===== config.mk =====
export PLATFORM = sky130hd
export DESIGN_NAME = datamem_dump_ctrl
export DESIGN_NICKNAME = d
export VERILOG_FILES = /design/src/rtl/datamem_dump_ctrl_pkg.sv /design/src/rtl/datamem_dump_ctrl_serializer.sv /design/src/rtl/datamem_dump_ctrl.sv
export SDC_FILE = /design/constraint.sdc
export NUM_CORES = 1
export LEC_CHECK = 0
export CORE_ASPECT_RATIO = 1.2
export CORE_MARGIN = 5
export CORE_UTILIZATION = 44
export CTS_CLUSTER_SIZE = 20
export DETAILED_ROUTE_END_ITERATION = 7
export GPL_TIMING_DRIVEN = 0
export HOLD_SLACK_MARGIN = 0.03
export PLACE_DENSITY = 0.72
export SYNTH_ARGS = -nofsm -noshare
export SYNTH_HDL_FRONTEND = slang
export SYNTH_SLANG_ARGS = --single-unit

===== constraint.sdc =====
create_clock -name CLK -period 2.56 [get_ports CLK]
set_clock_uncertainty 0.2 [all_clocks]
set_input_delay 0.768 -clock CLK [delete_from_list [all_inputs] [get_ports CLK]]
set_output_delay 0.768 -clock CLK [all_outputs]
set_load 0.005 [all_outputs]

===== src/rtl/datamem_dump_ctrl_pkg.sv =====
// Shared types and constants for the data-memory dump controller.
package datamem_dump_ctrl_pkg;

    localparam int unsigned ADDR_W_DEF     = 10;
    localparam int unsigned DATA_W_DEF     = 32;
    localparam int unsigned BYTES_PER_WORD = 4;
    localparam int unsigned BYTE_W         = 8;
    localparam int unsigned IDX_W          = $clog2(BYTES_PER_WORD);

    typedef enum logic [2:0] {
        ST_IDLE,
        ST_READ,
        ST_WAIT,
        ST_SEND,
        ST_DONE
    } state_e;

endpackage


===== src/rtl/datamem_dump_ctrl_serializer.sv =====
// Holds one fetched memory word and presents its bytes MSB-first on a registered byte output.
module dump_word_serializer
    import datamem_dump_ctrl_pkg::*;
#(
    parameter int unsigned DATA_W = DATA_W_DEF
) (
    input  logic              clk,
    input  logic              rst,
    input  logic              load_i,
    input  logic [DATA_W-1:0] word_i,
    input  logic              advance_i,
    output logic [BYTE_W-1:0] byte_o,
    output logic              last_c_o
);

    logic [DATA_W-1:0] word_q;
    logic [IDX_W-1:0]  idx_q;
    logic [BYTE_W-1:0] byte_q;

    // Index 0 selects the most-significant byte.
    function automatic logic [BYTE_W-1:0] sel_byte(input logic [DATA_W-1:0] w,
                                                   input logic [IDX_W-1:0]  i);
        logic [BYTE_W-1:0] b;
        b = w[DATA_W-1 -: BYTE_W];
        case (i)
            2'd0:    b = w[DATA_W-1              -: BYTE_W];
            2'd1:    b = w[DATA_W-1-BYTE_W       -: BYTE_W];
            2'd2:    b = w[DATA_W-1-(2*BYTE_W)   -: BYTE_W];
            2'd3:    b = w[DATA_W-1-(3*BYTE_W)   -: BYTE_W];
            default: b = w[DATA_W-1              -: BYTE_W];
        endcase
        return b;
    endfunction

    always_ff @(posedge clk) begin
        if (rst) begin
            word_q <= '0;
            idx_q  <= '0;
            byte_q <= '0;
        end else if (load_i) begin
            word_q <= word_i;
            idx_q  <= '0;
            byte_q <= sel_byte(word_i, IDX_W'(0));
        end else if (advance_i) begin
            idx_q  <= idx_q + IDX_W'(1);
            byte_q <= sel_byte(word_q, idx_q + IDX_W'(1));
        end
    end

    assign byte_o   = byte_q;
    assign last_c_o = (idx_q == IDX_W'(BYTES_PER_WORD - 1));

endmodule


===== src/rtl/datamem_dump_ctrl.sv =====
// Walks an inclusive, wrapping word-address range of data memory and streams each word to a UART byte by byte.
module datamem_dump_ctrl
    import datamem_dump_ctrl_pkg::*;
#(
    parameter int unsigned ADDR_W = ADDR_W_DEF,
    parameter int unsigned DATA_W = DATA_W_DEF
) (
    input  logic              CLK,
    input  logic              rst,
    input  logic              start,
    input  logic [ADDR_W-1:0] first_addr,
    input  logic [ADDR_W-1:0] last_addr,
    output logic [ADDR_W-1:0] con_addr,
    output logic              con_rd,
    input  logic [DATA_W-1:0] con_data,
    output logic [7:0]        tx_data,
    output logic              tx_valid,
    input  logic              tx_ready,
    output logic              busy,
    output logic              done
);

    state_e            state_q;
    logic [ADDR_W-1:0] addr_q;
    logic [ADDR_W-1:0] last_q;
    logic              con_rd_q;
    logic              tx_valid_q;
    logic              busy_q;
    logic              done_q;

    logic              xfer_c;
    logic              last_byte_c;
    logic              ser_load_c;
    logic              ser_adv_c;

    assign xfer_c     = tx_valid_q & tx_ready;
    assign ser_load_c = (state_q == ST_WAIT);
    assign ser_adv_c  = (state_q == ST_SEND) & xfer_c & ~last_byte_c;

    dump_word_serializer #(
        .DATA_W (DATA_W)
    ) u_ser (
        .clk       (CLK),
        .rst       (rst),
        .load_i    (ser_load_c),
        .word_i    (con_data),
        .advance_i (ser_adv_c),
        .byte_o    (tx_data),
        .last_c_o  (last_byte_c)
    );

    // The address counter doubles as the read address, so it holds outside READ.
    always_ff @(posedge CLK) begin
        if (rst) begin
            state_q    <= ST_IDLE;
            addr_q     <= '0;
            last_q     <= '0;
            con_rd_q   <= 1'b0;
            tx_valid_q <= 1'b0;
            busy_q     <= 1'b0;
            done_q     <= 1'b0;
        end else begin
            con_rd_q <= 1'b0;
            done_q   <= 1'b0;
            case (state_q)
                ST_IDLE: begin
                    if (start) begin
                        addr_q   <= first_addr;
                        last_q   <= last_addr;
                        con_rd_q <= 1'b1;
                        busy_q   <= 1'b1;
                        state_q  <= ST_READ;
                    end
                end
                ST_READ: begin
                    state_q <= ST_WAIT;
                end
                ST_WAIT: begin
                    tx_valid_q <= 1'b1;
                    state_q    <= ST_SEND;
                end
                ST_SEND: begin
                    if (xfer_c && last_byte_c) begin
                        tx_valid_q <= 1'b0;
                        if (addr_q == last_q) begin
                            done_q  <= 1'b1;
                            state_q <= ST_DONE;
                        end else begin
                            addr_q   <= addr_q + ADDR_W'(1);
                            con_rd_q <= 1'b1;
                            state_q  <= ST_READ;
                        end
                    end
                end
                ST_DONE: begin
                    busy_q  <= 1'b0;
                    state_q <= ST_IDLE;
                end
                default: begin
                    state_q <= ST_IDLE;
                end
            endcase
        end
    end

    assign con_addr = addr_q;
    assign con_rd   = con_rd_q;
    assign tx_valid = tx_valid_q;
    assign busy     = busy_q;
    assign done     = done_q;

endmodule


==> impl_metrics.toml <==
[synth]
ys.warnings.count = 0
ys_dominant_reg_cell = "sky130_fd_sc_hd__dfxtp_1"
synthesis.area_um2 = 3170
synth_cells = 399
mappedNetlistNets = 461
yosys_register_bits = 69
async_reset_ff_share_pct = 0
postSynthAreaPerCell_um2 = 7.96
synth_seq_area_share_pct = 43.5
synth_enable_flop_cells = 0
synthDistinctLibCells = 44

[die]
num_io_pins = 78
chipHeight_um = 103
core_rows = 34
design.core.area_um2 = 7150
initial_core_utilization_pct = 44.4
dieWidth_um = 87.5
fp.dieArea_um2 = 9020

[sta]
fmax_mhz = 414
hold_slack_ns = 0.259
max_slew_margin_pct = 55.6
tightestPinTransition_ns = 0.666
finalSetupTns_ns = 0
finalCritPeriodShare_pct = 94.4
hold_viol_final = 0
min_period_ns = 2.42
timing.final.setup_violations = 0
setup_repair_after_global_routing_missed_its_margin = "no"
timing.final.max_slew_violations = 0

[routing]
detailroute.via_count = 3148
wirelength_um = 9400
antenna_violating_nets_remaining = 0
wire_per_inst_um = 16.2
detailedRoute.firstIterationViolations = 240
route.detailed.vias_per_inst = 5.43
detailed_routing_iteration_count_for_the_pre_antenna_repair_pass = 5
drc_errors = 0

[worst_setup_path]
worst_r2r_path_depth = 5
family_with_the_most_delay_on_the_worst_path = "buffers and inverters"
worst_setup_path_end_kind = "primary output"
cp-endpoint = "con_addr[3]"
required_arrival_time_at_the_worst_endpoint_ns = 1.59
cp-startpoint = "con_addr[3]$_SDFFE_PP0P_"
worst_path_largest_cell_delay_ns = 0.59
cp_slowest_cell = "sky130_fd_sc_hd__clkdlybuf4s50_1"
worstReg2RegStart = "con_addr[3]$_SDFFE_PP0P_"
crit_cells = 1
cp_max_fo = 7
crit_path_start_kind = "register"
timing.setup.critical_path_class = "reg2out"
critical_path.reg2reg.endpoint = "con_addr[0]$_SDFFE_PP0P_"
reg2reg_slack_ns = 0.39
critPathArrivalTime_ns = 1.45
cp.buffers_inverters = 1
critical_path.cell_chain = "clkdlybuf4s50_1"

[pwr]
seq_power_share_pct = 46.9
switch_pwr_mw = 0.721
power_report.internal_total_mw = 1.85
switch_share_pct = 28.0
share_clk_of_total_power_pct = 35.3
ir_drop_uv = 293
p_per_area_nw_per_um2 = 606
power_frac_comb_pct = 17.8
p_leak_nw = 1.44

[clocking]
cts_root_buffer = "sky130_fd_sc_hd__clkbuf_8"
clock_sinks = 69
clk_pin_slew_ns = 0.08
tritoncts = "done"
tritoncts.num_buffers = 9
worstSkewPairLatency_ns = 0.35
htreeDepth = 3
hold_buffers = 0
clockBufferDepth = 2

[layout]
diodes_inserted = 0
final_cell_area_um2 = 4250
layout_commonest_cell = "sky130_fd_sc_hd__nand2_1"
final_cell_mix = "sky130_fd_sc_hd__nand2_1, sky130_fd_sc_hd__clkdlybuf4s50_1, sky130_fd_sc_hd__dfxtp_1, sky130_fd_sc_hd__a21oi_1, sky130_fd_sc_hd__clkbuf_1"
fin_nets = 548
syn2layout_area_growth_pct = 33.8
final_layout_size_suffix_gt1_share_pct = 5.51
layoutNonFillerInstCount = 580

[placement]
gpl.final_weighted_congestion = 0.872
port_buffers = 76
placement.cell_area_um2 = 4050
placedCellCount = 565
place.detailed.hpwl_um = 6930

[flow_run]
maxCapViolations = 0

[global_routing]
grt_use_total_pct = 21.5
grt_pass1_vias = 3047
grt_pass1_wl_um = 14900
maximum_number_of_pins_on_one_net_before_global_route_repair = 13
number_of_antenna_violations_at_the_first_check_in_global_routing = 0
grt_overflow_total = 0

[worst_hold_path]
hold_class = "reg2reg"

[run_status]
run_status = "complete, no violations"
==> state kept, by name, indices dropped and copies added, names as in the netlist <==
| signal | cells |
|---|---|
| con_addr | 10 |
| busy | 1 |
| state_q | 3 |
| u_ser.idx_q | 2 |
| u_ser.byte_o | 8 |
| u_ser.word_q | 32 |
| done | 1 |
| tx_valid | 1 |
| con_rd | 1 |
| last_q | 10 |
==> per-layer routing <==
metal	vias to the layer above	global-route usage, %	routed length, um	part of all wire [%]
li1	1571	-	-	-
met1	1436	26.1	4010	43
met2	122	36.4	4530	48
met3	19	4.56	663	7.1
met4	0	9.68	197	2.1
met5	-	0	0	0
==> synth_stat cells (all sizes together) (2+ instances only) <==
master	number	area (um2)
nor4	5	31.3
o21ai	12	60.1
inv	6	22.5
nand2	113	432
a222oi	8	80.1
o31a	3	26.3
a311oi	3	26.3
and2	2	15.0
nand3	8	40.0
o32ai	5	43.8
a211oi	11	82.6
clkbuf	21	78.8
ha	6	75.1
a21oi	51	259
dfxtp	69	1380
a221oi	3	26.3
nand4	2	12.5
nor2	21	86.3
a31oi	2	12.5
xnor2	11	96.3
nor3	7	35.0
buf	7	43.8
mux2i	9	90.1
==> what timing repair did <==
action | 4_1_cts | 5_1_grt
gates resized for setup | 0 | 1
endpoints found under the setup margin | 0 | 1
buffers inserted | 0 | 0
==> layout make-up <==
type / count / area [um2]
timing repair buffer: 76 / 761
multi-input combinational: 296 / 1650
clock buffer: 10 / 138
sequential: 69 / 1380
inverter: 6 / 22.5
fill: 671 / 2900
clock inverter: 5 / 60.1
buffer: 28 / 123
tap: 90 / 113
==> power groups by stage <==
stage,sequential [mW],clock (mW),combinational (mW)
after floorplan,1.22,0,0.242
after global placement,1.23,0,0.451
after detailed placement,1.23,0,0.456
after CTS,1.21,0.920,0.460
after global routing,1.22,0.964,0.506
final,1.21,0.909,0.458
==> logic make-up (layout without fill, tap and decap cells) <==
kind of cell    count (synthesis)  after routing  share of synthesized area [%]
simple gates                  166            166                           22.5
buf+inv                        34            125                           4.57
mux                             9              9                           2.84
compound gates                104            104                           21.2
xor+xnor                       11             11                           3.04
flops                          69             69                           43.5
fa+ha+maj                       6              6                           2.36
==> stage by stage <==
step,worst slack (ns),util [%],power [mW]
3_5_place_dp,-0.270,56.6,1.69
4_1_cts,0.121,59.4,2.59
2_1_floorplan,0.482,-,1.46
5_1_grt,0.0677,59.4,2.69
6_report,0.143,59.4,2.58
3_3_place_gp,-0.221,56.6,1.68
==> worst min path at each step <==
stage                                   from                            end  slack (ns)  cells past startpoint
2_1_floorplan  u_ser.word_q[21]$_SDFFE_PP0P_  u_ser.word_q[21]$_SDFFE_PP0P_        0.24                      2
3_3_place_gp    u_ser.word_q[2]$_SDFFE_PP0P_   u_ser.word_q[2]$_SDFFE_PP0P_        0.24                      2
3_5_place_dp   u_ser.word_q[16]$_SDFFE_PP0P_  u_ser.word_q[16]$_SDFFE_PP0P_        0.25                      2
4_1_cts        u_ser.word_q[16]$_SDFFE_PP0P_  u_ser.word_q[16]$_SDFFE_PP0P_        0.26                      2
5_1_grt        u_ser.word_q[16]$_SDFFE_PP0P_  u_ser.word_q[16]$_SDFFE_PP0P_        0.28                      2
6_report       u_ser.word_q[31]$_SDFFE_PP0P_  u_ser.word_q[31]$_SDFFE_PP0P_        0.26                      2
==> worst reg2reg max path: cells and delay by family, from the launching register on <==
| kind | cells | cell delay (ns) |
|---|---|---|
| flops | 1 | 0.50 |
| simple gates | 1 | 0.20 |
| compound gates | 3 | 1.02 |
| xor+xnor | 1 | 0.16 |
No activity file was read; power rests on OpenSTA's default activity.
